**src/rtl/lvds_pkg.sv**
```systemverilog
// Shared types and defaults for the LVDS frame synchroniser.
// The FIFO entry struct describes one forwarded payload word with its
// frame-boundary tags; the top level packs the same fields by concatenation
// so that DATA_W can still be overridden per instance.
package lvds_pkg;

  // Default word width, matching the LVDS_capture final_output width
  localparam int LVDS_DATA_W = 16;

  // Default frame marker
  localparam logic [15:0] LVDS_SYNC_WORD = 16'hA5A5;

  // Frame alignment state machine
  typedef enum logic [1:0] {
    SEARCH = 2'd0,
    VERIFY = 2'd1,
    LOCKED = 2'd2
  } fsm_state_t;

  // One payload word as it sits in the output FIFO
  typedef struct packed {
    logic [LVDS_DATA_W-1:0] data;
    logic                   sof;
    logic                   eof;
  } fifo_entry_t;

endpackage

```
**src/rtl/lvds_sync_fifo.sv**
```systemverilog
// Small synchronous FIFO holding tagged payload words for the frame sync.
// A pop only happens when there is a head word; a push is accepted when there
// is room or when a pop frees a slot in the same cycle. The head outputs read
// zero while empty so the consumer never sees a stale word after a drain.
module lvds_sync_fifo #(
  parameter int DEPTH = 4,
  parameter int WIDTH = 18
) (
  input  logic             clk,
  input  logic             rst,
  input  logic             push,
  input  logic [WIDTH-1:0] push_data,
  input  logic             pop,
  output logic [WIDTH-1:0] head_data,
  output logic             empty,
  output logic             full
);

  localparam int AW = (DEPTH > 1) ? $clog2(DEPTH) : 1;

  logic [WIDTH-1:0] mem [DEPTH];
  logic [AW-1:0]    wr_ptr;
  logic [AW-1:0]    rd_ptr;
  logic [AW:0]      count;
  logic             pop_fire;
  logic             push_fire;

  assign empty     = (count == '0);
  assign full      = (count == (AW+1)'(DEPTH));
  assign pop_fire  = pop & ~empty;
  assign push_fire = push & (~full | pop_fire);
  assign head_data = empty ? '0 : mem[rd_ptr];

  // Pointers and occupancy; depth is a power of two so pointers wrap naturally
  always_ff @(posedge clk or posedge rst) begin
    if (rst) begin
      wr_ptr <= '0;
      rd_ptr <= '0;
      count  <= '0;
    end else begin
      if (push_fire) begin
        wr_ptr <= wr_ptr + AW'(1);
      end
      if (pop_fire) begin
        rd_ptr <= rd_ptr + AW'(1);
      end
      case ({push_fire, pop_fire})
        2'b10:   count <= count + (AW+1)'(1);
        2'b01:   count <= count - (AW+1)'(1);
        default: count <= count;
      endcase
    end
  end

  // Storage needs no reset; the empty flag masks whatever it holds
  always_ff @(posedge clk) begin
    if (push_fire) begin
      mem[wr_ptr] <= push_data;
    end
  end

endmodule

```
**src/rtl/lvds_frame_sync.sv**
```systemverilog
// Frame synchroniser for the LVDS_capture word stream.
// Hunts for a periodic sync word, confirms the spacing over several frames,
// then forwards payload words tagged with start/end-of-frame through a small
// FIFO. Lock is dropped after consecutive missed syncs; a single miss is
// tolerated and the slot is still treated as the frame boundary.
module lvds_frame_sync
  import lvds_pkg::*;
#(
  parameter int                DATA_W     = LVDS_DATA_W,
  parameter logic [DATA_W-1:0] SYNC_WORD  = LVDS_SYNC_WORD,
  parameter int                FRAME_LEN  = 8,
  parameter int                LOCK_CNT   = 3,
  parameter int                LOSS_CNT   = 2,
  parameter int                FIFO_DEPTH = 4
) (
  input  logic              clk_out,
  input  logic              rst,
  input  logic [DATA_W-1:0] in_data,
  input  logic              in_valid,
  output logic [DATA_W-1:0] out_data,
  output logic              out_sof,
  output logic              out_eof,
  output logic              out_valid,
  input  logic              out_ready,
  output logic              locked,
  output logic [7:0]        overflow_cnt
);

  localparam int POS_W  = $clog2(FRAME_LEN + 1);
  localparam int HIT_W  = $clog2(LOCK_CNT + 1);
  localparam int MISS_W = $clog2(LOSS_CNT + 1);
  localparam int ENTRY_W = DATA_W + 2;

  fsm_state_t        state, state_n;
  logic [POS_W-1:0]  pos, pos_n, pos_adv;
  logic [HIT_W-1:0]  hit, hit_n;
  logic [MISS_W-1:0] miss, miss_n;

  logic               push;
  logic [ENTRY_W-1:0] push_entry;
  logic [ENTRY_W-1:0] head_entry;
  logic               fifo_empty;
  logic               fifo_full;
  logic               pop;
  logic               drop;
  logic               is_sync;

  assign is_sync = (in_data == SYNC_WORD);
  assign pos_adv = (pos == POS_W'(FRAME_LEN)) ? '0 : pos + POS_W'(1);

  // State, frame position and hit/miss counters advance only on valid words
  always_ff @(posedge clk_out or posedge rst) begin
    if (rst) begin
      state <= SEARCH;
      pos   <= '0;
      hit   <= '0;
      miss  <= '0;
    end else begin
      state <= state_n;
      pos   <= pos_n;
      hit   <= hit_n;
      miss  <= miss_n;
    end
  end

  // Next-state logic: sync search, spacing verification and locked forwarding
  always_comb begin
    state_n    = state;
    pos_n      = pos;
    hit_n      = hit;
    miss_n     = miss;
    push       = 1'b0;
    push_entry = '0;
    if (in_valid) begin
      case (state)
        SEARCH: begin
          if (is_sync) begin
            pos_n = POS_W'(1);
            hit_n = HIT_W'(1);
            if (LOCK_CNT == 1) begin
              state_n = LOCKED;
              miss_n  = '0;
            end else begin
              state_n = VERIFY;
            end
          end else begin
            pos_n = '0;
          end
        end
        VERIFY: begin
          if (pos == '0) begin
            if (is_sync) begin
              pos_n = POS_W'(1);
              if (hit == HIT_W'(LOCK_CNT - 1)) begin
                state_n = LOCKED;
                hit_n   = HIT_W'(LOCK_CNT);
                miss_n  = '0;
              end else begin
                hit_n = hit + HIT_W'(1);
              end
            end else begin
              state_n = SEARCH;
              hit_n   = '0;
              pos_n   = '0;
            end
          end else begin
            pos_n = pos_adv;
          end
        end
        LOCKED: begin
          if (pos == '0) begin
            if (is_sync) begin
              miss_n = '0;
              pos_n  = POS_W'(1);
            end else if (miss == MISS_W'(LOSS_CNT - 1)) begin
              state_n = SEARCH;
              pos_n   = '0;
              hit_n   = '0;
              miss_n  = '0;
            end else begin
              miss_n = miss + MISS_W'(1);
              pos_n  = POS_W'(1);
            end
          end else begin
            push       = 1'b1;
            push_entry = {in_data, (pos == POS_W'(1)), (pos == POS_W'(FRAME_LEN))};
            pos_n      = pos_adv;
          end
        end
        default: begin
          state_n = SEARCH;
          pos_n   = '0;
          hit_n   = '0;
          miss_n  = '0;
        end
      endcase
    end
  end

  assign locked    = (state == LOCKED);
  assign out_valid = ~fifo_empty;
  assign pop       = out_valid & out_ready;
  assign drop      = push & fifo_full & ~pop;
  assign {out_data, out_sof, out_eof} = head_entry;

  lvds_sync_fifo #(
    .DEPTH (FIFO_DEPTH),
    .WIDTH (ENTRY_W)
  ) u_fifo (
    .clk       (clk_out),
    .rst       (rst),
    .push      (push),
    .push_data (push_entry),
    .pop       (pop),
    .head_data (head_entry),
    .empty     (fifo_empty),
    .full      (fifo_full)
  );

  // Count payload words lost to a full FIFO, holding at the top value
  always_ff @(posedge clk_out or posedge rst) begin
    if (rst) begin
      overflow_cnt <= '0;
    end else if (drop && (overflow_cnt != 8'hFF)) begin
      overflow_cnt <= overflow_cnt + 8'd1;
    end
  end

endmodule

```
**config.mk**
```make
export PLATFORM = sky130hd
export DESIGN_NAME = lvds_frame_sync
export DESIGN_NICKNAME = d
export VERILOG_FILES = /design/src/rtl/lvds_pkg.sv /design/src/rtl/lvds_sync_fifo.sv /design/src/rtl/lvds_frame_sync.sv
export SDC_FILE = /design/constraint.sdc
export NUM_CORES = 1
export LEC_CHECK = 0
export ABC_AREA = 1
export ABC_CLOCK_PERIOD_IN_PS = 6900
export BUFFER_PORTS_ARGS = -buffer_cell sky130_fd_sc_hd__buf_2
export CAP_MARGIN = 20
export CORE_MARGIN = 1.5
export CORE_UTILIZATION = 65
export CTS_BUF_LIST = sky130_fd_sc_hd__clkbuf_2 sky130_fd_sc_hd__clkbuf_4 sky130_fd_sc_hd__clkbuf_8
export DETAILED_ROUTE_END_ITERATION = 8
export GPL_ROUTABILITY_DRIVEN = 1
export PLACE_DENSITY = 0.87
export SLEW_MARGIN = 15
export SYNTH_ARGS = -nofsm -noshare
export SYNTH_HDL_FRONTEND = slang
export SYNTH_SLANG_ARGS = --single-unit
```
**constraint.sdc**
```tcl
create_clock -name clk_out -period 6.9 [get_ports clk_out]
set_input_delay 0.69 -clock clk_out [delete_from_list [all_inputs] [get_ports clk_out]]
set_output_delay 0.69 -clock clk_out [all_outputs]
set_load 0.02 [all_outputs]
```
==> impl_metrics.toml <==
[outcome]
status = "finished, final reports clean"

[place]
globalplace.congestion = 0.908
hpwlAfterDp_um = 6070
place_inst = 595
dp_slack_ns = 3.90
io_buffers = 47

[power_and_ir_drop]
peakVddDrop_v = 0.000130
p_per_area_mw_per_mm2 = 316
p_leak_uw = 0.00214

[cells_and_area]
drive_above_1_share_pct = 16.1
multiInputGateArea_mm2 = 0.00147
seq_area_mm2 = 0.00279
layout.cells.non_filler = 613
syn_to_final_growth_pct = 13.1
diodes = 0
nets = 542
final_util_pct = 75.7
fill_cells = 444

[yosys]
ys_types = 33
yosysWarnings = 0
synth_commonest_cells = "nor2_1, edfxtp_1, inv_1, nand2_1, o21ai_0"
syn-instance-count = 462
synthDominantCellAreaShare_pct = 47.5
ys_seq_area_share_pct = 61.3
synth-edff-count = 72
ys.flop_type = "edfxtp_1"
ys_ff_latch = 97
synth.avg_cell_area_um2 = 9.85
synth.most_common_cell = "nor2_1"
synth_top_cell_by_area = "edfxtp_1"
synth_nets = 492
syn-cell-area_mm2 = 0.00455
synthTopCellsByArea = "edfxtp_1, dfrtp_1, nor2_1"
synthArstFlopShare_pct = 25.8

[timing]
max_slew.worst_pin.slew_ns = 0.741
holdWs_ns = 0.341
hold_viol = 0
rsz0062_at_grt = "no"
fin_crit_sh_pct = 49.0
relSlewSlack_pct = 50.6
fin_ws_ns = 3.52
slew_viol_final = 0
max_freq_mhz = 296
fin_skew_ns = 0.0141
tns_ns = 0
setup_viol = 0
min_period_ns = 3.38

[clock_tree]
cts.root.buffer_cell = "clkbuf_8"
clk_latency_ns = 0.35
clockBufferDepth = 2
cts_max_level = 3
clkTransAtPathRegs_ns = 0.09
numCtsBuffers = 9
hold_buffers = 0
cts_resized = 0
cts.sinks = 97
cts_tree = "yes"
post_cts_buffers = 0

[route]
wirelength_um = 9330
num_vias = 3384
drtAntennaViolNets = 0
drc = 0
viasPerCell = 5.52
dr.pass1.iters = 6
drt_iter0_drc = 315
wl_per_cell_um = 15.2

[worst_setup_path]
rr_worst_depth = 8
path_cells = "clkinv_1 -> nor2_1 -> o21ai_0 -> a21oi_1 -> buf_2"
required_ns = 6.21
startpoint = "u_fifo.rd_ptr[1]"
path_max_fanout = 20
crit_path_end_kind = "output port"
reg2reg_slack_ns = 4.64
regToRegEndpoint = "u_fifo.mem[1][16]"
crit_path_end = "out_eof"
cp.arrival_ns = 2.69
setup.worst_path.start_class = "flop"
crit_type = "flop to output port"
timing.rr.start = "pos[0]"
crit_path_top_delay_cell = "dfrtp_1"
slowest_delay_ns = 0.83

[floorplan]
dieArea_mm2 = 0.00751
die_y_um = 86.7
ios = 48
num_rows = 30
start_util_pct = 67.0
die_w_um = 86.7
core_mm2 = 0.00679

[run]
maxCapViolCount = 0

[hold_path]
min_path_type = "primary input to async pin"

[global_route]
antenna_found_initial = 0
grt_pass1_wl_um = 14900
grt_pass1_vias = 3240
overflow = 0
grt_use_total_pct = 26.5
grt_max_degree = 39
==> sequential cells by signal, indices dropped and copies added, names as in the netlist <==
name / flops
hit: 2
miss: 2
overflow_cnt: 8
pos: 4
state: 2
u_fifo.count: 3
u_fifo.mem: 72
u_fifo.rd_ptr: 2
u_fifo.wr_ptr: 2
==> per-layer routing <==
metal / wire, um / global-route usage, % / vias up
met5: 0 / 0 / -
met4: 170 / 12.0 / 0
li1: - / - / 1628
met3: 512 / 4.48 / 22
met1: 3800 / 33.2 / 1584
met2: 4850 / 45.2 / 150
==> final cells by class <==
class | count | area share, %
clock buffer | 11 | 2.82
clock inverter | 5 | 2.02
inverter | 58 | 4.26
multi-input combinational | 293 | 28.6
sequential | 97 | 54.2
tap | 96 | 2.33
timing repair buffer | 53 | 5.74
==> logic make-up (layout without fill, tap and decap cells) <==
logic type,after synthesis,after routing,synth area share [%]
AO/OA/AOI/OAI,76,76,8.80
XOR/XNOR,10,10,1.93
adder cells (fa/ha/maj),10,10,2.92
buffers and inverters,72,127,6.33
flip-flops,97,97,61.3
AND/OR/NAND/NOR,197,197,18.8
==> critical path, delay by kind of cell, from the launching register on <==
kind                   cells  cell delay [ns]
AND/OR/NAND/NOR            1             0.28
AO/OA/AOI/OAI              2             0.31
flip-flops                 1             0.83
buffers and inverters      2             0.93
==> power by group <==
group / internal [uW] / total [uW] / switching [uW]
Sequential: 634 / 677 / 43.1
Combinational: 168 / 506 / 339
Clock: 255 / 441 / 186
Total: 1060 / 1620 / 568
==> layout by cell type, fill, tap and decap left out, types with 3 or more instances in the layout <==
master / n
xnor2_1: 5
inv_1: 52
clkbuf_8: 10
buf_4: 4
o21ai_0: 42
nand2_2: 3
xor2_1: 5
nand2_1: 45
nor2_1: 117
edfxtp_1: 72
bufinv_16: 3
o21ai_1: 8
inv_2: 3
ha_1: 9
nand3_1: 14
nor3_1: 3
buf_2: 47
nand4_1: 7
dfrtp_1: 25
a21oi_1: 22
==> through the flow <==
stage | total power [uW] | cell area, um2
final | 1620 | 5140
after global routing | 1700 | 5140
after CTS | 1620 | 5110
after detailed placement | 1180 | 4870
after global placement | 1170 | 4870
after floorplan | 1040 | 4550
==> worst min-delay path by stage <==
stage | start | endpoint | slack (ns) | cells after the start
6_report | rst | overflow_cnt[1] | 0.34 | 2
5_1_grt | rst | overflow_cnt[1] | 0.38 | 2
3_3_place_gp | miss[1] | miss[1] | 0.46 | 2
3_5_place_dp | miss[1] | miss[1] | 0.47 | 2
2_1_floorplan | miss[1] | miss[1] | 0.44 | 2
4_1_cts | miss[1] | miss[1] | 0.49 | 2
Note: power is estimated with default switching activity, not from simulation.
